<file path="config.mk">
export PLATFORM = sky130hd
export DESIGN_NAME = imem_fetch_ctrl
export DESIGN_NICKNAME = d
export VERILOG_FILES = /design/src/rtl/imem_fetch_ctrl.sv
export SDC_FILE = /design/constraint.sdc
export NUM_CORES = 1
export LEC_CHECK = 0
export CAP_MARGIN = 20
export CORE_MARGIN = 2
export CORE_UTILIZATION = 40
export DETAILED_ROUTE_END_ITERATION = 7
export HOLD_SLACK_MARGIN = 0.05
export PLACE_DENSITY = 0.66
export SETUP_SLACK_MARGIN = 0.1
export SKIP_LAST_GASP = 1
export SYNTH_ARGS = -nofsm -noshare
export SYNTH_HDL_FRONTEND = slang
export SYNTH_SLANG_ARGS = --single-unit
</file>
<file path="constraint.sdc">
create_clock -name clk -period 6.2 [get_ports clk]
set_input_delay 1.24 -clock clk [delete_from_list [all_inputs] [get_ports clk]]
set_output_delay 1.24 -clock clk [all_outputs]
set_load 0.005 [all_outputs]
</file>
<file path="src/rtl/imem_fetch_ctrl.sv">
// imem_fetch_ctrl
//   Fetch sequencer for the combinational instruction ROM. Owns the PC,
//   presents it on imem_addr, captures returned words into a 2-entry queue
//   and hands (instr, pc) pairs to decode over a valid/ready handshake.
//   Redirects from execute flush the queue; illegal fetch addresses
//   (misaligned or outside the ROM window) raise a sticky fault.
//
// Ports:
//   clk, rst         - clock, synchronous active-high reset
//   en               - fetch enable (0 = hold PC, no new fetches)
//   redirect_valid   - taken branch/jump/trap, target on redirect_pc
//   imem_addr        - ROM address (always the PC register)
//   imem_rdata       - ROM read data for imem_addr
//   out_valid/ready  - handshake to decode; out_instr/out_pc = queue head
//   fault/fault_addr - sticky fetch fault flag and offending address
//   issued_cnt       - saturating count of instructions popped by decode
module imem_fetch_ctrl #(
  parameter int                 A_WIDTH  = 32,
  parameter int                 I_WIDTH  = 32,
  parameter logic [A_WIDTH-1:0] RESET_PC = 32'hBFC00000,
  parameter logic [A_WIDTH-1:0] ROM_BASE = 32'hBFC00000,
  parameter logic [A_WIDTH-1:0] ROM_LAST = 32'hBFC00FFC
) (
  input  logic               clk,
  input  logic               rst,
  input  logic               en,
  input  logic               redirect_valid,
  input  logic [A_WIDTH-1:0] redirect_pc,
  output logic [A_WIDTH-1:0] imem_addr,
  input  logic [I_WIDTH-1:0] imem_rdata,
  output logic               out_valid,
  input  logic               out_ready,
  output logic [I_WIDTH-1:0] out_instr,
  output logic [A_WIDTH-1:0] out_pc,
  output logic               fault,
  output logic [A_WIDTH-1:0] fault_addr,
  output logic [15:0]        issued_cnt
);

  typedef enum logic [1:0] {IDLE, RUN, FAULT} state_t;

  state_t             state, next_state;
  logic [A_WIDTH-1:0] pc;
  logic [1:0]         count;
  logic               head, tail;
  logic [I_WIDTH-1:0] instr_q [2];
  logic [A_WIDTH-1:0] pc_q    [2];

  logic pop, push, pc_good, redir_good, redir_act, seq_fault;

  assign imem_addr = pc;
  assign out_valid = (count != 2'd0);
  assign out_instr = instr_q[head];
  assign out_pc    = pc_q[head];

  // Handshake, address legality and the fetch decision. A full queue can
  // still accept a word when the head leaves in the same cycle.
  always_comb begin
    pop        = out_valid && out_ready;
    pc_good    = (pc[1:0] == 2'b00) && (pc >= ROM_BASE) && (pc <= ROM_LAST);
    redir_good = (redirect_pc[1:0] == 2'b00) && (redirect_pc >= ROM_BASE) &&
                 (redirect_pc <= ROM_LAST);
    redir_act  = redirect_valid && (state != IDLE);
    push       = (state == RUN) && en && !redirect_valid && pc_good &&
                 ((count < 2'd2) || pop);
    seq_fault  = (state == RUN) && !redirect_valid && !pc_good;
  end

  // Next-state logic; a redirect decides RUN vs FAULT purely on its target.
  always_comb begin
    next_state = state;
    unique case (state)
      IDLE:  if (en) next_state = RUN;
      RUN: begin
        if (redir_act)      next_state = redir_good ? RUN : FAULT;
        else if (seq_fault) next_state = FAULT;
      end
      FAULT: if (redir_act && redir_good) next_state = RUN;
      default: next_state = IDLE;
    endcase
  end

  // PC, queue, fault and counter registers. The redirect branch flushes the
  // queue by zeroing the count and realigning both pointers.
  always_ff @(posedge clk) begin
    if (rst) begin
      state      <= IDLE;
      pc         <= RESET_PC;
      count      <= 2'd0;
      head       <= 1'b0;
      tail       <= 1'b0;
      instr_q[0] <= '0;
      instr_q[1] <= '0;
      pc_q[0]    <= '0;
      pc_q[1]    <= '0;
      fault      <= 1'b0;
      fault_addr <= '0;
      issued_cnt <= 16'd0;
    end else begin
      state <= next_state;

      // A pop in the redirect cycle still counts as delivered to decode.
      if (pop && (issued_cnt != 16'hFFFF))
        issued_cnt <= issued_cnt + 16'd1;

      if (redir_act) begin
        pc    <= redirect_pc;
        count <= 2'd0;
        head  <= 1'b0;
        tail  <= 1'b0;
        fault <= !redir_good;
        if (!redir_good)
          fault_addr <= redirect_pc;
      end else begin
        if (push) begin
          instr_q[tail] <= imem_rdata;
          pc_q[tail]    <= pc;
          tail          <= ~tail;
          pc            <= pc + A_WIDTH'(4);
        end
        if (pop)
          head <= ~head;
        unique case ({push, pop})
          2'b10:   count <= count + 2'd1;
          2'b01:   count <= count - 2'd1;
          default: count <= count;
        endcase
        if (seq_fault) begin
          fault      <= 1'b1;
          fault_addr <= pc;
        end
      end
    end
  end

endmodule

</file>
# Yosys cells after proc, flatten, opt, wreduce, memory -nomap -nowiden
# Memory sizes are Yosys's and may differ from the RTL's. A register that Yosys moved wholly into a read port is not among the register bits.
# Cells that the tools add are included.
dict set report word_totals {
  latch_bits 0
  rom_bits 0
  register_bits 87
  ramBits 128
  in_bits 69
  mem_count 2
}
# memory depth width read_ports rd_clocked_by_memory_dff write_ports line_no
set memory_table {}
lappend memory_table {instr_q 2 32 1 1 2 46} ;# logic [I_WIDTH-1:0] instr_q [2];
lappend memory_table {pc_q 2 32 1 1 2 47} ;# logic [A_WIDTH-1:0] pc_q [2];
dict set report op_classes {
  muxes 30
  div 0
  reduce_logical 31
  add_sub_neg 4
  bitwise_logic 2
  n_eq_ne 9
  order_cmp 5
  n_mul 0
  shift 0
}
# operator n
set ops {}
lappend ops {{$mux 32} 7}
lappend ops {{$ge 32x32->1 const B} 2}
lappend ops {{$le 32x32->1 const B} 2}
lappend ops {{$reduce_or 32->1} 2}
lappend ops {{$add 32x3->32 const B} 1}
lappend ops {{$add 16x1->16 const B} 1}
lappend ops {{$mux 1} 16}
lappend ops {{$ne 16x16->1 const B} 1}
lappend ops {{$logic_and 1x1->1} 14}
lappend ops {{$mux 2} 5}
lappend ops {{$reduce_bool 2->1} 5}
lappend ops {{$logic_not 2->1} 3}
lappend ops {{$ne 2x2->1 const B} 3}
lappend ops {{$pmux 2 s3} 1}
lappend ops {{$eq 2x1->1 const B} 2}
lappend ops {{$eq 2x2->1 const B} 2}
lappend ops {{$pmux 2 s2} 1}
lappend ops {{$logic_not 1->1} 3}
lappend ops {{$ne 3x3->1 const B} 1}
lappend ops {{$reduce_and 3->1} 1}
lappend ops {{$add 2x1->2 const B} 1}
lappend ops {{$lt 2x2->1 const B} 1}
lappend ops {{$not 1->1} 2}
lappend ops {{$reduce_and 2->1} 1}
lappend ops {{3 further kinds} 3}

# Depth between registers and ports, before layout
dict set report logic_depth {
  depth_word 11
  ltp_mapped 10
}

# Worst setup path after synthesis
# Ideal clock, no wire load.
dict set report synth_path {
  path_kind {input to register}
  start {input port redirect_valid}
  end {memory instr_q[1][0] (enable)}
  t_required_ns 5.806
  path_buffers 1
  arrival_time_ns 3.343
  slack_ns 2.463
  cell_stages 6
  setup_ns 0.394
  path_cell_list {nor2_1 > o2111ai_1 > or3_1 > nor3_1 > clkbuf_1 > or2_2}
}
# item line_no
set synth_lines {}
lappend synth_lines {{from (decl)} 27} ;# input logic redirect_valid,
lappend synth_lines {{to (decl)} 46}

==> flow_metrics.tcl <==
set metrics [dict create \
    slowest_delay_ns 0.71 \
    finalHoldViolations 0 \
    cts_tree "yes" \
    gp_congestion 0.7555 \
    grt_usage_pct 18.24 \
    antenna_found_initial 1 \
    async_reset_ff_share_pct 0 \
    worst-endpoint-arrival_ns 4.38 \
    slew-limit-headroom_pct 32.10 \
    core.rowCount 55 \
    ant_nets 0 \
    critPathBufInv 4 \
    die_area_um2 24410 \
    synthTopCellsByCount "edfxtp_1 (128), dfxtp_1 (88), and2_1 (80)" \
    period_share_pct 67.46 \
    yosysUniqueCellTypes 52 \
    final_nets 1063 \
    synth_edf_count 128 \
    cts_resized 0 \
    fmax_mhz 239.1 \
    coreArea_um2 22710 \
    clk_latency_ns 0.50 \
    r2r_cells 8 \
    dp_hpwl_mm 15.12 \
    portBuffers 214 \
    worstSetupEndpoint "pc_q[1][12]$_SDFFCE_PN0P_" \
    status "completed" \
    antenna_cells 0 \
    synth_most_common_cell "edfxtp_1" \
    crit_family "simple AND/OR/NAND/NOR gates" \
    r2r-start "imem_addr[12]$_SDFFE_PP0P_" \
    postCtsSetupBuffers 0 \
    final_util_pct 55.21 \
    dr.pass1.iters 5 \
    critPathLaunchType "input pin" \
    power_density_nw_per_um2 297.6 \
    grt_max_degree 85 \
    rsz0062_at_grt "false" \
    cp.depth 9 \
    dp.cells 1248 \
    end_kind "register" \
    slew_viol_final 0 \
    instances_no_fill 1293 \
    r2r-end "pc_q[1][12]$_SDFFCE_PN0P_" \
    start_util_pct 40.82 \
    ys.warnings.count 0 \
    die_w_um 156.2 \
    crit_slowest_cell "or2_2" \
    startpoint "redirect_valid" \
    grt_pass1_wl_mm 35.26 \
    path_cells "clkdlybuf4s50_1, nor2_1, o2111ai_1, or3_1, buf_4, nor3_2, buf_4, or2_2, buf_12" \
    clock-sinks 216 \
    setup_viol_count_final 0 \
    cp_data_required_time_ns 6.39 \
    synthTopCellsByArea "edfxtp_1 (41%), dfxtp_1 (19%), mux2_2 (9.4%), and2_1 (5.4%), nand2_1 (2.3%)" \
    synthCells 764 \
    setup_tns_ns 0 \
    vdd_drop_max_mv 0.1820 \
    numCtsBuffers 24 \
    synth-seq-cells 216 \
    grt_pass1_vias 6308 \
    clk_pin_slew_ns 0.06 \
    syn_area_um2 9270 \
    wl_per_cell_um 17.71 \
    fin_skew_ns 0.009957 \
    cp_common_cell "buf_4" \
    worst_pin_slew_ns 1.019 \
    remaining_drc_errors 0 \
    fillCellCount 1947 \
    critical_path_class "in -> reg" \
    cts.path.max_buffers 3 \
    final_layout_size_suffix_gt1_share_pct 13.79 \
    yosysSeqAreaShare_pct 60.47 \
    p_leak_uw 0.004545 \
    ys.flop_type "edfxtp_1" \
    drtIter0Drc 330 \
    drt_wl_total_mm 22.90 \
    area_growth_pct 35.24 \
    reg2reg_slack_ns 2.62 \
    drv_cap 0 \
    crit_fanout 40 \
    min_period_ns 4.183 \
    die_h_um 156.2 \
    vias_per_cell 5.068 \
    hold_slack_ns 0.4775 \
    cts.htree.levels 1 \
    hp-class "reg -> reg" \
    syn-mean-instance-area_um2 12.13 \
    cts_hold_buf 0 \
    synth_top_area_cell "edfxtp_1" \
    synth_top_cell_area_share_pct 41.46 \
    io_pins 215 \
    ctsRootBufferMaster "clkbuf_16" \
    dr_total_vias 6553 \
    overflow 0 \
]
-- metal layers --
| layer | vias up | routed length [um] | global-route usage (%) |
|---|---|---|---|
| li1 | 3210 | - | - |
| met1 | 3074 | 10290 | 25.29 |
| met2 | 238 | 10260 | 28.53 |
| met3 | 29 | 1993 | 5.345 |
| met4 | 2 | 339 | 3.888 |
| met5 | - | 12 | 0 |
-- per-stage QoR --
stage	power [uW]	area [um^2]	worst slack, ns
after floorplan	2049	9364	2.463
after global placement	2414	11770	1.470
after detailed placement	2418	11770	1.481
after CTS	3764	12520	1.997
after global routing	3894	12540	1.798
final	3731	12540	2.017
-- cell families after synthesis --
kind of cell | Yosys count | share of synthesized area [%]
buf+inv | 59 | 2.564
compound gates | 90 | 6.384
simple gates | 285 | 17.48
fa+ha+maj | 4 | 0.5399
xor+xnor | 21 | 1.984
flops | 216 | 60.47
mux | 88 | 10.54
other cells | 1 | 0.04045
-- flip-flops by register name, summed over array words and instances, names as in the netlist, named ones only --
name and cells:
instr_q 64, pc_q 64, fault_addr 32, imem_addr 32
issued_cnt 16, count 2, state 2, fault 1
head 1, tail 1
-- power breakdown --
part / total, uW / switching, uW / internal [uW]
Sequential: 1720 / 83.8 / 1640
Clock: 1340 / 551 / 789
Combinational: 672 / 328 / 343
-- layout make-up --
type	instances	area [um^2]	area share, %
clock inverter	13	90.09	0.7186
clock buffer	31	658.1	5.250
multi-input combinational	514	3552	28.33
timing repair buffer	225	2240	17.86
tap	285	356.6	2.844
inverter	9	33.78	0.2695
sequential	216	5607	44.72
-- layout by cell type, fill, tap and decap left out, drive strengths merged, types with 4 or more instances in the layout --
master	instances
clkdlybuf4s50	213
edfxtp	128
dfxtp	88
and2	80
mux2	77
nand2	56
nor2	38
a21oi	38
clkbuf	31
conb	26
nor3	23
nor4	16
a211oi	16
nor2b	13
a311oi	13
and4	12
buf	12
xnor2	11
mux2i	11
xor2	10
clkinv	10
inv	9
nand2b	9
o21ai	9
nand3	7
nand4	7
and3	6
nor4b	6
ha	4
-- how the worst min path moves through the flow --
stage / start / endpoint / depth (start not counted)
global placement: fault$_SDFFE_PP0P_ / fault$_SDFFE_PP0P_ / 1
finish: fault$_SDFFE_PP0P_ / fault$_SDFFE_PP0P_ / 1
global route: fault$_SDFFE_PP0P_ / fault$_SDFFE_PP0P_ / 1
CTS: fault$_SDFFE_PP0P_ / fault$_SDFFE_PP0P_ / 1
detailed placement: fault$_SDFFE_PP0P_ / fault$_SDFFE_PP0P_ / 1
floorplan: fault$_SDFFE_PP0P_ / fault$_SDFFE_PP0P_ / 1
No activity file was read; power rests on OpenSTA's default activity.
